===== src/rtl/mc_control_unit_pkg.sv =====
// mc_control_unit_pkg: TSC ISA opcodes/funcs, ALU opcodes, datapath select codes and FSM states.
package mc_control_unit_pkg;
   localparam logic [3:0] OPC_BNE = 4'd0;
   localparam logic [3:0] OPC_BEQ = 4'd1;
   localparam logic [3:0] OPC_BGZ = 4'd2;
   localparam logic [3:0] OPC_BLZ = 4'd3;
   localparam logic [3:0] OPC_ADI = 4'd4;
   localparam logic [3:0] OPC_ORI = 4'd5;
   localparam logic [3:0] OPC_LHI = 4'd6;
   localparam logic [3:0] OPC_LWD = 4'd7;
   localparam logic [3:0] OPC_SWD = 4'd8;
   localparam logic [3:0] OPC_JMP = 4'd9;
   localparam logic [3:0] OPC_JAL = 4'd10;
   localparam logic [3:0] OPC_RTY = 4'd15;

   localparam logic [5:0] FN_ADD = 6'd0;
   localparam logic [5:0] FN_SUB = 6'd1;
   localparam logic [5:0] FN_AND = 6'd2;
   localparam logic [5:0] FN_ORR = 6'd3;
   localparam logic [5:0] FN_NOT = 6'd4;
   localparam logic [5:0] FN_TCP = 6'd5;
   localparam logic [5:0] FN_SHL = 6'd6;
   localparam logic [5:0] FN_SHR = 6'd7;
   localparam logic [5:0] FN_JPR = 6'd25;
   localparam logic [5:0] FN_JRL = 6'd26;
   localparam logic [5:0] FN_WWD = 6'd28;
   localparam logic [5:0] FN_HLT = 6'd29;

   localparam logic [3:0] OP_ADD = 4'd0;
   localparam logic [3:0] OP_SUB = 4'd1;
   localparam logic [3:0] OP_ID  = 4'd2;
   localparam logic [3:0] OP_AND = 4'd3;
   localparam logic [3:0] OP_OR  = 4'd4;
   localparam logic [3:0] OP_NOT = 4'd5;
   localparam logic [3:0] OP_ALS = 4'd6;
   localparam logic [3:0] OP_ARS = 4'd7;
   localparam logic [3:0] OP_LHI = 4'd8;

   localparam logic [1:0] SA_PC   = 2'd0;
   localparam logic [1:0] SA_RS   = 2'd1;
   localparam logic [1:0] SA_ZERO = 2'd2;
   localparam logic [2:0] SB_RT   = 3'd0;
   localparam logic [2:0] SB_SEXT = 3'd1;
   localparam logic [2:0] SB_ONE  = 3'd2;
   localparam logic [2:0] SB_ZEXT = 3'd3;
   localparam logic [2:0] SB_RS   = 3'd4;

   localparam logic [1:0] PCS_ALU = 2'd0;
   localparam logic [1:0] PCS_JMP = 2'd1;
   localparam logic [1:0] PCS_RS  = 2'd2;
   localparam logic [1:0] RD_RT   = 2'd0;
   localparam logic [1:0] RD_RD   = 2'd1;
   localparam logic [1:0] RD_R2   = 2'd2;
   localparam logic [1:0] WB_ALU  = 2'd0;
   localparam logic [1:0] WB_MDR  = 2'd1;
   localparam logic [1:0] WB_PC   = 2'd2;

   typedef enum logic [2:0] {S_IF, S_ID, S_EX, S_MEM, S_WB, S_HALT} state_e;

   // Successor of EX: ALU results need WB, memory ops need MEM, everything else retires.
   function automatic state_e ex_next(input logic [3:0] opc, input logic [5:0] fn);
      if ((opc == OPC_RTY && fn[5:3] == 3'd0) || opc == OPC_ADI || opc == OPC_ORI || opc == OPC_LHI)
         return S_WB;
      if (opc == OPC_LWD || opc == OPC_SWD)
         return S_MEM;
      return S_IF;
   endfunction
endpackage


===== src/rtl/mc_control_unit_alu_op_decode.sv =====
// mc_control_unit_alu_op_decode: ALU opcode and operand selects from FSM state and instruction.
module mc_control_unit_alu_op_decode
   import mc_control_unit_pkg::*;
(
   input  state_e     state_i,
   input  logic [3:0] opcode_i,
   input  logic [5:0] func_i,
   output logic [3:0] alu_op_o,
   output logic [1:0] alu_src_a_o,
   output logic [2:0] alu_src_b_o
);
   always_comb begin
      alu_op_o    = OP_ADD;
      alu_src_a_o = SA_PC;
      alu_src_b_o = SB_RT;
      if (state_i == S_ID) begin
         alu_src_b_o = SB_ONE;
      end else if (state_i == S_EX) begin
         case (opcode_i)
            OPC_BNE, OPC_BEQ, OPC_BGZ, OPC_BLZ: alu_src_b_o = SB_SEXT;
            OPC_ADI, OPC_LWD, OPC_SWD: begin
               alu_src_a_o = SA_RS;
               alu_src_b_o = SB_SEXT;
            end
            OPC_ORI: begin
               alu_op_o    = OP_OR;
               alu_src_a_o = SA_RS;
               alu_src_b_o = SB_ZEXT;
            end
            OPC_LHI: begin
               alu_op_o    = OP_LHI;
               alu_src_b_o = SB_ZEXT;
            end
            OPC_RTY: begin
               case (func_i)
                  FN_ADD: alu_src_a_o = SA_RS;
                  FN_SUB: begin alu_op_o = OP_SUB; alu_src_a_o = SA_RS; end
                  FN_AND: begin alu_op_o = OP_AND; alu_src_a_o = SA_RS; end
                  FN_ORR: begin alu_op_o = OP_OR;  alu_src_a_o = SA_RS; end
                  FN_NOT: begin alu_op_o = OP_NOT; alu_src_a_o = SA_RS; end
                  FN_SHL: begin alu_op_o = OP_ALS; alu_src_a_o = SA_RS; end
                  FN_SHR: begin alu_op_o = OP_ARS; alu_src_a_o = SA_RS; end
                  FN_WWD: begin alu_op_o = OP_ID;  alu_src_a_o = SA_RS; end
                  FN_TCP: begin
                     alu_op_o    = OP_SUB;
                     alu_src_a_o = SA_ZERO;
                     alu_src_b_o = SB_RS;
                  end
                  default: ;
               endcase
            end
            default: ;
         endcase
      end
   end
endmodule


===== src/rtl/mc_control_unit.sv =====
// mc_control_unit: multi-cycle TSC control FSM (IF/ID/EX/MEM/WB/HALT) with strobe decode
// and retired-instruction counter.
module mc_control_unit
   import mc_control_unit_pkg::*;
(
   input  logic        clk,
   input  logic        reset_n,
   input  logic [15:0] instr,
   input  logic        mem_ready,
   input  logic        cond_true,
   output logic [3:0]  alu_op,
   output logic        alu_cin,
   output logic [1:0]  alu_src_a,
   output logic [2:0]  alu_src_b,
   output logic        pc_write,
   output logic [1:0]  pc_src,
   output logic        ir_write,
   output logic        mem_read,
   output logic        mem_write,
   output logic        i_or_d,
   output logic        reg_write,
   output logic [1:0]  reg_dst,
   output logic [1:0]  wb_src,
   output logic        output_port_en,
   output logic        is_halted,
   output logic [15:0] num_inst
);
   state_e      state_q, state_d;
   logic [15:0] num_inst_q, num_inst_d;
   logic        retire, link, is_hlt, is_lwd;
   logic [3:0]  opc;
   logic [5:0]  fn;
   logic        unused_fields;

   assign opc           = instr[15:12];
   assign fn            = instr[5:0];
   assign unused_fields = ^instr[11:6];
   assign is_hlt        = opc == OPC_RTY && fn == FN_HLT;
   assign is_lwd        = opc == OPC_LWD;

   mc_control_unit_alu_op_decode u_alu_op_decode (
      .state_i     (state_q),
      .opcode_i    (opc),
      .func_i      (fn),
      .alu_op_o    (alu_op),
      .alu_src_a_o (alu_src_a),
      .alu_src_b_o (alu_src_b)
   );

   always_comb begin
      state_d = state_q;
      retire  = 1'b0;
      case (state_q)
         S_IF:  state_d = mem_ready ? S_ID : S_IF;
         S_ID: begin
            state_d = is_hlt ? S_HALT : S_EX;
            retire  = is_hlt;
         end
         S_EX: begin
            state_d = ex_next(opc, fn);
            retire  = ex_next(opc, fn) == S_IF;
         end
         S_MEM: begin
            state_d = mem_ready ? (is_lwd ? S_WB : S_IF) : S_MEM;
            retire  = mem_ready && !is_lwd;
         end
         S_WB: begin
            state_d = S_IF;
            retire  = 1'b1;
         end
         default: state_d = S_HALT;
      endcase
      num_inst_d = num_inst_q + {15'd0, retire};
   end

   always_ff @(posedge clk or negedge reset_n) begin
      if (!reset_n) begin
         state_q    <= S_IF;
         num_inst_q <= '0;
      end else begin
         state_q    <= state_d;
         num_inst_q <= num_inst_d;
      end
   end

   // Reset forces the state to IF asynchronously, so only the IF strobes need gating.
   always_comb begin
      pc_write       = 1'b0;
      pc_src         = PCS_ALU;
      ir_write       = 1'b0;
      mem_read       = 1'b0;
      mem_write      = 1'b0;
      i_or_d         = 1'b0;
      reg_write      = 1'b0;
      reg_dst        = RD_RT;
      wb_src         = WB_ALU;
      output_port_en = 1'b0;
      link           = 1'b0;
      case (state_q)
         S_IF: begin
            mem_read = reset_n;
            ir_write = reset_n && mem_ready;
         end
         S_ID: pc_write = 1'b1;
         S_EX: begin
            case (opc)
               OPC_BNE, OPC_BEQ, OPC_BGZ, OPC_BLZ: pc_write = cond_true;
               OPC_JMP, OPC_JAL: begin
                  pc_write = 1'b1;
                  pc_src   = PCS_JMP;
                  link     = opc == OPC_JAL;
               end
               OPC_RTY: begin
                  pc_write       = fn == FN_JPR || fn == FN_JRL;
                  pc_src         = (fn == FN_JPR || fn == FN_JRL) ? PCS_RS : PCS_ALU;
                  link           = fn == FN_JRL;
                  output_port_en = fn == FN_WWD;
               end
               default: ;
            endcase
            reg_write = link;
            reg_dst   = link ? RD_R2 : RD_RT;
            wb_src    = link ? WB_PC : WB_ALU;
         end
         S_MEM: begin
            mem_read  = is_lwd;
            mem_write = !is_lwd;
            i_or_d    = 1'b1;
         end
         S_WB: begin
            reg_write = 1'b1;
            reg_dst   = opc == OPC_RTY ? RD_RD : RD_RT;
            wb_src    = is_lwd ? WB_MDR : WB_ALU;
         end
         default: ;
      endcase
   end

   assign alu_cin   = 1'b0;
   assign is_halted = state_q == S_HALT;
   assign num_inst  = num_inst_q;
endmodule

===== config.mk =====
export PLATFORM = sky130hd
export DESIGN_NAME = mc_control_unit
export DESIGN_NICKNAME = d
export VERILOG_FILES = /design/src/rtl/mc_control_unit_pkg.sv /design/src/rtl/mc_control_unit_alu_op_decode.sv /design/src/rtl/mc_control_unit.sv
export SDC_FILE = /design/constraint.sdc
export NUM_CORES = 1
export LEC_CHECK = 0
export BUFFER_PORTS_ARGS = -buffer_cell sky130_fd_sc_hd__buf_4
export CAP_MARGIN = 15
export CORE_AREA = 2 2 71 73
export CTS_CLUSTER_SIZE = 20
export DETAILED_ROUTE_END_ITERATION = 8
export DIE_AREA = 0 0 73 75
export REMOVE_ABC_BUFFERS = 1
export SYNTH_ARGS = -nofsm -noshare
export SYNTH_HDL_FRONTEND = slang
export SYNTH_SLANG_ARGS = --single-unit

===== constraint.sdc =====
create_clock -name clk -period 6.74 [get_ports clk]
set_clock_uncertainty 0.1 [all_clocks]
set_input_delay 0.674 -clock clk [delete_from_list [all_inputs] [get_ports clk]]
set_output_delay 0.674 -clock clk [all_outputs]
set_load 0.03 [all_outputs]

## Yosys cells after proc, flatten, opt, wreduce, memory -nomap -nowiden

Cells that the tools add are included.

| cells by class | value |
|---|---|
| add/subtract/negate cells | 1 |
| equality and inequality tests | 27 |
| mux-type cells | 47 |
| reductions and logical operators | 22 |

Operators with widths:

| cell | number |
|---|---|
| $mux 3 | 11 |
| $eq 6x3->1 const B | 4 |
| $eq 6x5->1 const B | 4 |
| $pmux 3 s7 | 1 |
| $pmux 2 s2 | 5 |
| $add 16x1->16 | 1 |
| $eq 4x3->1 const B | 4 |
| $eq 4x4->1 const B | 4 |
| $pmux 3 s5 | 1 |
| $mux 1 | 14 |
| $eq 6x2->1 const B | 2 |
| $pmux 4 s3 | 1 |
| $mux 2 | 5 |
| $logic_not 3->1 | 3 |
| $pmux 3 s3 | 1 |
| $eq 4x2->1 const B | 2 |
| $mux 4 | 2 |
| $pmux 1 s2 | 4 |
| $reduce_or 4->1 | 2 |
| $reduce_or 8->1 | 1 |
| $reduce_or 7->1 | 1 |
| $eq 3x2->1 const B | 2 |
| $eq 3x3->1 const B | 2 |
| $eq 6x1->1 const B | 1 |
| 10 further kinds | 19 |

| storage, ports and cells | value |
|---|---|
| register bits after elaboration | 19 |
| word-level logic and storage cells | 99 |

## Logic depth before layout (Yosys ltp)

| depth | value |
|---|---|
| depth in word-level cells | 15 |
| depth in mapped cells | 11 |
| gate-level depth less buffers | 10 |

## Modules after synthesis

From an unflattened synthesis, not the netlist that was laid out.

| unflattened totals | value |
|---|---|
| cell total of the unflattened synthesis | 178 |
| area total of the unflattened synthesis | 1522.7 µm² |

Modules (own cells, without submodules):

| module | times used | cells an instance | area each (µm²) | sequential area each (µm²) |
|---|---|---|---|---|
| mc_control_unit | 1 | 144 | 1275.0 | 475.5 |
| mc_control_unit_alu_op_decode | 1 | 34 | 247.7 | 0.0 |

## Worst setup path before layout

No wires, ideal clock.

| timing | value |
|---|---|
| kind | input port to output port |
| from | input port instr[12] |
| to | output port pc_write |
| data arrival time | 2182 ps |
| required time | 5966 ps |
| setup slack | 3784 ps |
| stages | 5 |
| cells stage by stage | buf_2 nand4_1 or2_1 nor4_4 o21bai_1 |

| on the way | value |
|---|---|
| cells in the longest elaborated chain, start to end | 4 |
| elaborated cells on any way between the ends | 11 |
| those cells by class | 6 x eq/ne; 2 x mux; 3 x reduce/logical |

RTL lines:

| element | RTL line | RTL |
|---|---|---|
| from (decl) | mc_control_unit.sv:8 | `input logic [15:0] instr,` |
| $eq 4x1->1, or another cell as far along | mc_control_unit.sv:106 | `case (opc)` |
| $reduce_or 4->1 / $reduce_or 2->1 (equally long branches) | - |  |
| $pmux 1 s3 (*) | mc_control_unit.sv:106 |  |
| $pmux 1 s2 (*) | mc_control_unit.sv:99 | `case (state_q)` |
| to (decl) | mc_control_unit.sv:15 | `output logic pc_write,` |

Mark *: on every way between the ends. The rest lies on a longest branch, timed or not.

## Final worst setup path

| timing | value |
|---|---|
| from | register state_q[0] |
| to | output port pc_write |

| on the way | value |
|---|---|
| cells in the longest elaborated chain, start to end | 2 |
| elaborated cells on any way between the ends | 3 |
| those cells by class | 2 x eq/ne; 1 x mux |

RTL lines:

| element | RTL line | RTL |
|---|---|---|
| from (decl) | mc_control_unit.sv:28 | `state_e state_q, state_d;` |
| from (signal assigned) | mc_control_unit.sv:81 | `state_q <= state_d;` |
| $eq 3x2->1 / $eq 3x1->1 (equally long branches) | mc_control_unit.sv:99 |  |
| $pmux 1 s2 (*) | mc_control_unit.sv:99 |  |

Marked as above.

==> results.py <==
metrics = {
    "outcome": {
        "outcome": "complete, no violations",
    },
    "global_routing": {
        "grt_antenna_before_repair": 0,
        "largest_net_degree_at_the_start_of_global_routing": 22,
        "grt_pass1_wl_mm": 5.44,
        "grt-ovfl-total": 0,
        "grt_use_total_pct": 12.3,
        "first_global_vias": 1180,
    },
    "detailed_routing": {
        "average_wire_per_standard_cell_um": 12.3,
        "drc": 0,
        "drt.antenna.violating_nets": 0,
        "drt_wl_total_mm": 3.25,
        "detailroute.via_count": 1340,
        "via_per_inst": 5.08,
        "detail_route.iter0.violations": 45,
        "drt_pass1_iterations": 4,
    },
    "synthesis": {
        "synth_top_family_by_area": "simple AND/OR/NAND/NOR gates",
        "synth.cell_area_sq_mm": 0.00138,
        "synthesis.yosys.warnings": 0,
        "synth-adder-area-share_pct": 1.81,
        "synthTopCellsByArea": "dfrtp_1 (34%), xnor2_1 (5.7%), nor2_1 (5.2%)",
        "syn-instance-count": 166,
        "synth_top_flop_cell": "dfrtp_1",
        "post_synth_and_or_nand_nor_area_fraction_pct": 32.9,
        "async_reset_ff_share_pct": 100,
        "synth_top_area_share_pct": 34.5,
        "synth_seq_cells": 19,
        "mean_post_synth_cell_area_sq_um": 8.31,
        "synth_top_cell_by_area": "dfrtp_1",
        "synth_enable_flop_cells": 0,
        "yosys-mux-area-fraction_pct": 1.45,
        "synth_cell_types": 43,
        "share_of_the_synthesized_area_in_compound_gates_ao_oa_aoi_oai_pct": 12.1,
        "synth_seq_area_share_pct": 34.5,
        "synthXorXnorAreaFrac_pct": 10.8,
    },
    "clock_network": {
        "htree_num_levels": 1,
        "clkLatencyLatePin_ps": 250,
        "total_cts_buffers": 3,
        "cts_max_path_buffers": 2,
        "cts.sinks": 19,
        "tritoncts": "done",
        "clock_tree.root_cell": "clkbuf_8",
        "ctsHoldBuffers": 0,
        "postCtsSetupRepairBufs": 0,
        "clk_pin_slew_worst_paths_ps": 70,
        "post_cts.resized_instances": 0,
    },
    "setup_path": {
        "critPathKind": "reg2out",
        "critical_path.reg2reg.startpoint": "state_q[0]",
        "regToRegEndpoint": "num_inst[15]",
        "worst_r2r_path_depth": 8,
        "r2r_slack_ps": 3970,
        "critPathLaunch": "state_q[0]",
        "worst_ep_required_time_ps": 5970,
        "arrival_ps": 2210,
        "worst_setup_path_start_kind": "flip-flop",
        "critPathCaptureType": "primary output",
        "path_max_fanout": 18,
    },
    "worst_hold_path": {
        "hp-class": "in2async",
    },
    "die": {
        "fp.dieArea_sq_mm": 0.00548,
        "chipWidth_um": 73,
        "floorplan.die.height_um": 75,
        "core_sq_mm": 0.00466,
        "num_io_pins": 60,
        "num_rows": 25,
        "initial_core_util_pct": 29.6,
    },
    "timing": {
        "post-route-period-util_pct": 44.2,
        "finalWorstPathRequiredPeriod_ps": 2980,
        "maxClockFrequency_ghz": 0.335,
        "timing.final.max_slew_violations": 0,
        "setup_viol": 0,
        "timing_worst_slew_pin_value_ps": 521,
        "timing.hold.ws_ps": 188,
        "grt_setup_unrepaired": "no",
        "totalNegativeSetupSlack_ps": 0,
        "timing.max_slew.rel_slack_pct": 65.3,
        "final-hold-violation-count": 0,
    },
    "pwr": {
        "netSwitchingPower_w": 0.000220,
        "power.clock.fraction_pct": 15.9,
        "switching_share_pct": 45.0,
        "power_leakage_nw": 0.839,
        "power.sequential.fraction_pct": 36.8,
        "power.ir.vdd_worst_v": 0.000102,
        "power-per-cell-area_mw_per_mm2": 270,
        "power.internal_w": 0.000269,
        "power_frac_comb_pct": 47.3,
        "design_power_total_w": 0.000490,
    },
    "cells_and_area": {
        "drive_gt1_share_pct": 29.0,
        "num_antenna_cells": 0,
        "nNetsFinal": 233,
        "syn_to_final_growth_pct": 31.5,
        "most_frequent_cells_in_the_layout": "buf_4 (52), nor2_1 (19), dfrtp_1 (19), nand2_1 (13)",
        "post_layout_nonfiller_instances": 264,
        "n_fill_cell": 491,
        "final_cell_area_sq_mm": 0.00181,
        "layout_commonest_cell": "buf_4",
    },
    "placement": {
        "dpl.cell_count": 260,
        "gpl.final_weighted_congestion": 0.793,
        "dpl.hpwl_mm": 2.45,
        "placed_area_sq_mm": 0.00177,
        "buffer_ports.inserted": 52,
    },
    "run": {
        "cap_violations": 0,
    },
}
-- registers in the layout, indices dropped and copies added, names as in the netlist --
signal	flops
num_inst	16
state_q	3
-- per-stage QoR --
step                      util [%]  worst slack, ps
after floorplan                  -             3860
after global placement        37.9             3550
after detailed placement      37.9             3510
after CTS                     38.9             3750
after global routing          38.9             3490
final                         38.9             3760
-- cell usage after synthesis, types with 4 or more instances --
| cell | instances |
|---|---|
| nor3_1 | 9 |
| dfrtp_1 | 19 |
| nor2b_1 | 6 |
| inv_1 | 4 |
| xor2_1 | 8 |
| nand2_1 | 13 |
| a21oi_1 | 8 |
| nand2b_1 | 5 |
| xnor2_1 | 9 |
| clkbuf_1 | 6 |
| nand4_1 | 4 |
| nor2_1 | 19 |
| nand3_1 | 9 |
-- critical path: stages (launching register included) --
cell and delay (ps):
dfrtp_1 570, or3b_4 530, or2_1 290, nor4_4 230
o21bai_1 140, buf_4 180
-- layer usage --
| layer | part of all wire, % | routed length [um] | up-vias | global-route usage [%] |
|---|---|---|---|---|
| met2 | 45 | 1450 | 55 | 18.5 |
| met1 | 47 | 1530 | 617 | 17.5 |
| li1 | - | - | 664 | - |
| met5 | 0 | 0 | - | 0 |
| met3 | 7.5 | 242 | 4 | 2.41 |
| met4 | 0.86 | 28 | 0 | 4.12 |
-- power groups by stage --
stage / registers [W] / logic (W) / clock network (W)
after global routing: 0.000188 / 0.000254 / 0.0000850
after detailed placement: 0.000181 / 0.000234 / 0
final: 0.000180 / 0.000232 / 0.0000777
after global placement: 0.000181 / 0.000231 / 0
after CTS: 0.000180 / 0.000235 / 0.0000808
after floorplan: 0.000200 / 0.000122 / 0
-- logic make-up (layout without fill, tap and decap cells) --
| family | after synthesis | after routing |
|---|---|---|
| compound gates | 25 | 25 |
| xor+xnor | 17 | 17 |
| fa+ha+maj | 2 | 2 |
| buf+inv | 16 | 60 |
| flops | 19 | 19 |
| mux | 2 | 2 |
| other cells | 1 | 1 |
| simple gates | 84 | 84 |
-- worst max-delay path by stage --
stage	endpoint	slack (ps)	depth (start not counted)
after floorplan	reg_dst[1]	3860	4
after detailed placement	num_inst[14]	3510	11
final	pc_write	3760	5
after global placement	num_inst[15]	3550	10
after global routing	num_inst[14]	3490	11
after CTS	pc_write	3750	5
-- final cells by class --
type                    instances  area (sq um)  share of cell area (%)
clock buffers                   3          41.3                    2.28
clock inverters                 1          5.00                   0.276
inverters                       4          15.0                   0.828
multi-input cells             131           820                    45.2
flip-flops and latches         19           475                    26.2
well taps                      54          67.6                    3.72
repair buffers                 52           390                    21.5
Note: power is estimated with default switching activity, not from simulation.
